==> config.mk <==
export PLATFORM = sky130hd
export DESIGN_NAME = mdu_iter
export DESIGN_NICKNAME = d
export VERILOG_FILES = /design/src/rtl/mdu_pkg.sv /design/src/rtl/mdu_div_seq.sv /design/src/rtl/mdu_iter.sv
export SDC_FILE = /design/constraint.sdc
export NUM_CORES = 2
export LEC_CHECK = 0
export BUFFER_PORTS_ARGS = -buffer_cell sky130_fd_sc_hd__buf_2
export CAP_MARGIN = 10
export CORE_ASPECT_RATIO = 0.7
export CORE_UTILIZATION = 55
export CTS_CLUSTER_DIAMETER = 30
export DETAILED_ROUTE_END_ITERATION = 7
export PLACE_DENSITY = 0.71
export SYNTH_ARGS = -nofsm -noshare
export SYNTH_HDL_FRONTEND = slang
export SYNTH_SLANG_ARGS = --single-unit
==> constraint.sdc <==
create_clock -name clk -period 10.4 [get_ports clk]
set_input_delay 0.52 -clock clk [delete_from_list [all_inputs] [get_ports clk]]
set_output_delay 0.52 -clock clk [all_outputs]
set_load 0.02 [all_outputs]
==> src/rtl/mdu_pkg.sv <==
// Shared op codes, FSM encodings and cycle constants for the iterative multiply/divide unit.
package mdu_pkg;

  localparam int unsigned MDU_WIDTH      = 32;
  localparam int unsigned MDU_MUL_CYCLES = 4;
  localparam int unsigned MDU_DIV_CYCLES = MDU_WIDTH;

  typedef enum logic [2:0] {
    MDU_NONE  = 3'd0,
    MDU_MULT  = 3'd1,
    MDU_MULTU = 3'd2,
    MDU_DIV   = 3'd3,
    MDU_DIVU  = 3'd4,
    MDU_MTHI  = 3'd5,
    MDU_MTLO  = 3'd6,
    MDU_RSVD  = 3'd7
  } mdu_op_e;

  typedef enum logic [1:0] {
    ST_IDLE = 2'd0,
    ST_BUSY = 2'd1,
    ST_DONE = 2'd2
  } mdu_state_e;

  function automatic logic is_muldiv(input mdu_op_e op);
    return (op == MDU_MULT) || (op == MDU_MULTU) || (op == MDU_DIV) || (op == MDU_DIVU);
  endfunction

  function automatic logic is_div(input mdu_op_e op);
    return (op == MDU_DIV) || (op == MDU_DIVU);
  endfunction

endpackage

==> src/rtl/mdu_div_seq.sv <==
// Restoring divider, one quotient bit per step; quotient/remainder outputs reflect the
// result of the step taken this cycle, with sign fixup and divide-by-zero override applied.
module mdu_div_seq
  import mdu_pkg::*;
#(
  parameter int unsigned WIDTH = MDU_WIDTH
) (
  input  logic             clk,
  input  logic             rst_n,
  input  logic             start_i,
  input  logic             step_i,
  input  logic             abort_i,
  input  logic             signed_i,
  input  logic [WIDTH-1:0] dividend_i,
  input  logic [WIDTH-1:0] divisor_i,
  output logic [WIDTH-1:0] quot_c_o,
  output logic [WIDTH-1:0] rem_c_o
);

  logic [WIDTH-1:0] rem_q, rem_d;
  logic [WIDTH-1:0] quo_q, quo_d;
  logic [WIDTH-1:0] dvs_q;
  logic [WIDTH-1:0] dvd_q;
  logic             negq_q, negr_q, zero_q;

  logic             a_neg, b_neg;
  logic [WIDTH-1:0] a_mag, b_mag;
  logic [WIDTH:0]   trial;
  logic             fits;

  assign a_neg = signed_i & dividend_i[WIDTH-1];
  assign b_neg = signed_i & divisor_i[WIDTH-1];
  assign a_mag = a_neg ? (~dividend_i + WIDTH'(1)) : dividend_i;
  assign b_mag = b_neg ? (~divisor_i + WIDTH'(1)) : divisor_i;

  // Shift next dividend bit into the partial remainder and try subtracting the divisor.
  always_comb begin
    trial = {rem_q, quo_q[WIDTH-1]} - {1'b0, dvs_q};
    fits  = ~trial[WIDTH];
    rem_d = fits ? trial[WIDTH-1:0] : {rem_q[WIDTH-2:0], quo_q[WIDTH-1]};
    quo_d = {quo_q[WIDTH-2:0], fits};
  end

  always_comb begin
    quot_c_o = negq_q ? (~quo_d + WIDTH'(1)) : quo_d;
    rem_c_o  = negr_q ? (~rem_d + WIDTH'(1)) : rem_d;
    if (zero_q) begin
      quot_c_o = '1;
      rem_c_o  = dvd_q;
    end
  end

  always_ff @(posedge clk or negedge rst_n) begin
    if (!rst_n) begin
      rem_q  <= '0;
      quo_q  <= '0;
      dvs_q  <= '0;
      dvd_q  <= '0;
      negq_q <= 1'b0;
      negr_q <= 1'b0;
      zero_q <= 1'b0;
    end else if (abort_i) begin
      rem_q  <= '0;
      quo_q  <= '0;
      dvs_q  <= '0;
      dvd_q  <= '0;
      negq_q <= 1'b0;
      negr_q <= 1'b0;
      zero_q <= 1'b0;
    end else if (start_i) begin
      rem_q  <= '0;
      quo_q  <= a_mag;
      dvs_q  <= b_mag;
      dvd_q  <= dividend_i;
      negq_q <= a_neg ^ b_neg;
      negr_q <= a_neg;
      zero_q <= (divisor_i == '0);
    end else if (step_i) begin
      rem_q <= rem_d;
      quo_q <= quo_d;
    end
  end

endmodule

==> src/rtl/mdu_iter.sv <==
// Multi-cycle MULT/DIV unit in EX: owns HI/LO and drives the E-stage ready handshake.
module mdu_iter
  import mdu_pkg::*;
#(
  parameter int unsigned WIDTH      = MDU_WIDTH,
  parameter int unsigned MUL_CYCLES = MDU_MUL_CYCLES
) (
  input  logic             clk,
  input  logic             rst_n,
  input  logic [2:0]       MDUOpE,
  input  logic [WIDTH-1:0] SrcAE,
  input  logic [WIDTH-1:0] SrcBE,
  input  logic             GoHandlerM,
  output logic             MDUReadyE,
  output logic [WIDTH-1:0] HiE,
  output logic [WIDTH-1:0] LoE
);

  localparam int unsigned CYC_MAX = (MUL_CYCLES > WIDTH) ? MUL_CYCLES : WIDTH;
  localparam int unsigned CNT_W   = $clog2(CYC_MAX + 1);

  mdu_state_e       state_q, state_d;
  logic [CNT_W-1:0] count_q, count_d;
  mdu_op_e          op_q, op_d;
  logic [WIDTH-1:0] a_q, a_d, b_q, b_d;
  logic [WIDTH-1:0] hi_q, hi_d, lo_q, lo_d;

  mdu_op_e          op_in;
  logic             ready_c;
  logic             div_start, div_step, div_abort;
  logic [WIDTH-1:0] div_quot, div_rem;
  logic             mul_signed;
  logic [2*WIDTH-1:0] a_ext, b_ext, prod;

  assign op_in = mdu_op_e'(MDUOpE);

  // Low 2W bits of the product of sign/zero-extended operands give the exact result.
  assign mul_signed = (op_q == MDU_MULT);
  assign a_ext = {{WIDTH{mul_signed & a_q[WIDTH-1]}}, a_q};
  assign b_ext = {{WIDTH{mul_signed & b_q[WIDTH-1]}}, b_q};
  assign prod  = a_ext * b_ext;

  mdu_div_seq #(.WIDTH(WIDTH)) u_div (
    .clk        (clk),
    .rst_n      (rst_n),
    .start_i    (div_start),
    .step_i     (div_step),
    .abort_i    (div_abort),
    .signed_i   (op_in == MDU_DIV),
    .dividend_i (SrcAE),
    .divisor_i  (SrcBE),
    .quot_c_o   (div_quot),
    .rem_c_o    (div_rem)
  );

  always_comb begin
    state_d   = state_q;
    count_d   = count_q;
    op_d      = op_q;
    a_d       = a_q;
    b_d       = b_q;
    hi_d      = hi_q;
    lo_d      = lo_q;
    ready_c   = 1'b1;
    div_start = 1'b0;
    div_step  = 1'b0;
    div_abort = 1'b0;

    case (state_q)
      ST_IDLE: begin
        if (is_muldiv(op_in)) begin
          ready_c   = 1'b0;
          op_d      = op_in;
          a_d       = SrcAE;
          b_d       = SrcBE;
          div_start = is_div(op_in);
          count_d   = is_div(op_in) ? CNT_W'(WIDTH - 1) : CNT_W'(MUL_CYCLES - 1);
          state_d   = ST_BUSY;
        end else if (op_in == MDU_MTHI) begin
          hi_d = SrcAE;
        end else if (op_in == MDU_MTLO) begin
          lo_d = SrcAE;
        end
      end
      ST_BUSY: begin
        ready_c  = 1'b0;
        div_step = is_div(op_q);
        count_d  = count_q - CNT_W'(1);
        if (count_q == '0) begin
          count_d = '0;
          state_d = ST_DONE;
          if (is_div(op_q)) begin
            hi_d = div_rem;
            lo_d = div_quot;
          end else begin
            hi_d = prod[2*WIDTH-1:WIDTH];
            lo_d = prod[WIDTH-1:0];
          end
        end
      end
      ST_DONE: state_d = ST_IDLE;
      default: state_d = ST_IDLE;
    endcase

    // Exception flush squashes E: release the stall, drop any pending write or operation.
    if (GoHandlerM) begin
      ready_c   = 1'b1;
      state_d   = ST_IDLE;
      count_d   = '0;
      hi_d      = hi_q;
      lo_d      = lo_q;
      div_start = 1'b0;
      div_step  = 1'b0;
      div_abort = 1'b1;
    end
  end

  always_ff @(posedge clk or negedge rst_n) begin
    if (!rst_n) begin
      state_q <= ST_IDLE;
      count_q <= '0;
      op_q    <= MDU_NONE;
      a_q     <= '0;
      b_q     <= '0;
      hi_q    <= '0;
      lo_q    <= '0;
    end else begin
      state_q <= state_d;
      count_q <= count_d;
      op_q    <= op_d;
      a_q     <= a_d;
      b_q     <= b_d;
      hi_q    <= hi_d;
      lo_q    <= lo_d;
    end
  end

  assign MDUReadyE = ready_c;
  assign HiE       = hi_q;
  assign LoE       = lo_q;

endmodule
==> results.py <==
metrics = {
    "clock_tree": {
        "clock_latency_ns": 0.63,
        "htreeDepth": 2,
        "cts_root_buf": "clkbuf_16",
        "postCtsSetupBuffers": 0,
        "path_clk_slew_ns": 0.06,
        "postCtsHoldBufs": 0,
        "cts_tree": "done",
        "cts_buffers": 53,
        "cts_sinks": 270,
        "cts-resized-gates": 0,
        "cts_max_path_buffers": 3,
    },
    "layout": {
        "fin_nets": 7535,
        "layout-drive-gt1-share_pct": 7.34,
        "syn2layout_area_growth_pct": 7.00,
    },
    "route": {
        "routedWlPerCell_um": 22.4,
        "drtIter0Drc": 4576,
        "postRouteAntennaNets": 0,
        "vias": 43669,
        "drt_pass1_iterations": 6,
        "drc": 0,
        "routed_wl_mm": 167,
        "via_per_inst": 5.85,
    },
    "timing": {
        "fin_crit_ns": 9.60,
        "fin_ws_ns": 0.798,
        "slew_headroom_pct": 14.4,
        "maxSlewViolCount": 0,
        "rsz0062_at_grt": "false",
        "period_share_pct": 92.3,
        "finalSetupViolations": 0,
        "worstMarginPinSlew_ns": 1.28,
        "hold_viol": 25,
        "fin_hold_ws_ns": -0.0600,
        "skew_ns": 0.0356,
        "tns_ns": 0,
        "fmax_mhz": 104,
    },
    "setup_path": {
        "r2r.worst_path.cells": 30,
        "r2r_setup_slack_ns": 0.80,
        "path_depth": 30,
        "criticalPathCategory": "reg -> reg",
        "slowest_delay_ns": 0.70,
        "critPathMaxFanout": 21,
        "reg2reg_from": "op_q[2]$_DFFE_PN0P_",
        "required_ns": 10.92,
        "crit_arrival_ns": 10.12,
        "cp-start-kind": "flop",
        "path_delay_family": "adder cells",
        "crit_top_cell": "fa_1",
        "r2r-end": "HiE[31]$_DFFE_PN0P_",
        "cp_slowest_cell": "fa_1",
        "crit_path_end_kind": "flop",
        "path_buf_inv": 6,
    },
    "global_route": {
        "grt_pass1_vias": 44728,
        "antenna_found_initial": 3,
        "grt_use_total_pct": 34.3,
        "grt_max_degree": 170,
        "grt-ovfl-total": 0,
        "grt_pass1_wl_mm": 263,
    },
    "yosys": {
        "synth-edff-count": 0,
        "synthCells": 6150,
        "synthDistinctLibCells": 84,
        "synth-main-ff-cell": "dfrtp_1",
        "ys_seq_area_share_pct": 12.4,
        "ys_seq_elements": 270,
        "async_flop_share_pct": 100,
        "syn_nets": 7596,
        "syn_avg_cell_area_um2": 8.86,
        "syn_area_um2": 54500,
        "yosys_warnings": 0,
    },
    "worst_hold_path": {
        "hold_path.class": "in -> async",
    },
    "die": {
        "start_util_pct": 55.6,
        "ioPinCount": 135,
        "rows": 96,
        "dieArea_um2": 100000,
        "die_w_um": 378,
        "die_h_um": 265,
        "core_um2": 98000,
    },
    "placed_design": {
        "place_congestion": 0.999,
        "io_buffers": 134,
        "pre_cts_ws_ns": 0.943,
        "dpl.hpwl_mm": 133,
    },
    "run_status": {
        "status": "finished with violations",
        "violations": "negative hold slack",
    },
    "flow_run": {
        "drv_cap": 0,
    },
}
==> placed cells by master, fill, tap and decap left out, drive strengths merged, types with 9 or more instances in the layout <==
master,instances
dfrtp,270
o31ai,24
xnor2,113
clkbuf,57
or3,21
a21oi,222
ha,250
nand2b,24
a211oi,18
nor2,212
mux2,60
o221ai,13
fa,1126
clkinv,16
o21a,14
buf,244
o41ai,11
o21ai,258
nand4,17
nor2b,13
nor4,21
o211ai,21
o21bai,14
a21o,49
a31oi,29
a221oi,32
or4,9
or2,16
o22ai,14
a22o,20
and3,49
and2,300
nand2,1010
nand3,77
mux2i,35
nor3,52
inv,1231
xor2,79
==> registers in the layout (all words and copies together), names as in the netlist, 6 cells and up <==
| register | flops |
|---|---|
| HiE | 32 |
| LoE | 32 |
| a_q | 32 |
| b_q | 32 |
| count_q | 6 |
| u_div.dvd_q | 32 |
| u_div.dvs_q | 32 |
| u_div.quo_q | 32 |
| u_div.rem_q | 32 |
==> per-stage QoR <==
stage | instance area (µm²) | utilization (%) | instances
2_1_floorplan | 54500 | - | 6150
3_3_place_gp | 56300 | 57.5 | 7357
3_5_place_dp | 56300 | 57.5 | 7357
4_1_cts | 58300 | 59.5 | 7457
5_1_grt | 58300 | 59.5 | 7457
6_report | 58300 | 59.5 | 7459
==> worst register-to-register path, delay by kind of cell (launching register included) <==
kind                       cells  cell delay [ns]
and+or+nand+nor                4             1.32
AOI/OAI and AO/OA             10             1.79
adders and majority gates      9             4.78
DFF                            1             0.47
buffers and inverters          6             1.01
xor gates and xnor gates       1             0.15
==> logic make-up (layout without fill, tap and decap cells) <==
group | count (synthesis) | in the layout | share of synthesized area, %
and+or+nand+nor | 1844 | 1844 | 15.4
muxes | 95 | 95 | 1.88
DFF | 270 | 270 | 12.4
other | 0 | 2 | 0
AOI/OAI and AO/OA | 796 | 796 | 9.18
xor gates and xnor gates | 192 | 192 | 3.09
adders and majority gates | 1376 | 1376 | 47.1
buffers and inverters | 1577 | 1561 | 10.9
==> worst max path at each step <==
stage	startpoint	to	slack, ns
finish	op_q[2]$_DFFE_PN0P_	HiE[31]$_DFFE_PN0P_	0.80
global route	op_q[2]$_DFFE_PN0P_	HiE[31]$_DFFE_PN0P_	0.12
CTS	op_q[2]$_DFFE_PN0P_	HiE[31]$_DFFE_PN0P_	0.89
detailed placement	op_q[2]$_DFFE_PN0P_	HiE[31]$_DFFE_PN0P_	0.94
global placement	op_q[2]$_DFFE_PN0P_	HiE[31]$_DFFE_PN0P_	0.97
floorplan	op_q[2]$_DFFE_PN0P_	HiE[31]$_DFFE_PN0P_	1.97
==> layer usage <==
layer	vias up	global-route usage, %	share of wire [%]
met3	311	9.28	12
li1	18718	-	-
met1	22301	49.1	42
met2	2337	51.2	43
met4	2	9.79	3.4
met5	-	0	0.0084
==> area by class of cell <==
cell class	instances	area, µm²
multi-input combinational	4303	41800
fill	8558	39700
sequential	270	6760
inverter	1217	4570
tap	1323	1660
timing repair buffer	244	1520
clock buffer	57	1370
clock inverter	43	582
antenna	2	5.00
==> synth_stat cells (14+ instances only) <==
cell / n / share of area (%)
a211oi_1: 17 / 0.23
a21o_1: 49 / 0.68
a21oi_1: 220 / 2.0
a221oi_1: 31 / 0.50
a22o_1: 20 / 0.32
a31oi_1: 28 / 0.32
and2_1: 299 / 3.4
and3_1: 49 / 0.56
clkbuf_1: 349 / 2.4
dfrtp_1: 270 / 12
fa_1: 1126 / 41
ha_1: 250 / 5.7
inv_1: 1216 / 8.4
mux2_2: 60 / 1.2
mux2i_1: 35 / 0.64
nand2_1: 1010 / 7.0
nand2b_1: 24 / 0.28
nand3_1: 77 / 0.71
nand4_1: 17 / 0.20
nor2_1: 212 / 1.5
nor3_1: 51 / 0.47
nor4_1: 21 / 0.24
o211ai_1: 20 / 0.28
o21a_1: 14 / 0.19
o21ai_0: 250 / 2.3
o21bai_1: 14 / 0.19
o31ai_1: 23 / 0.32
or2_2: 16 / 0.18
or3_1: 21 / 0.24
xnor2_1: 113 / 1.8
xor2_1: 79 / 1.3
Power is not shown: default switching activity piles up to over one toggle a cycle in this logic, so the estimate is an artifact.
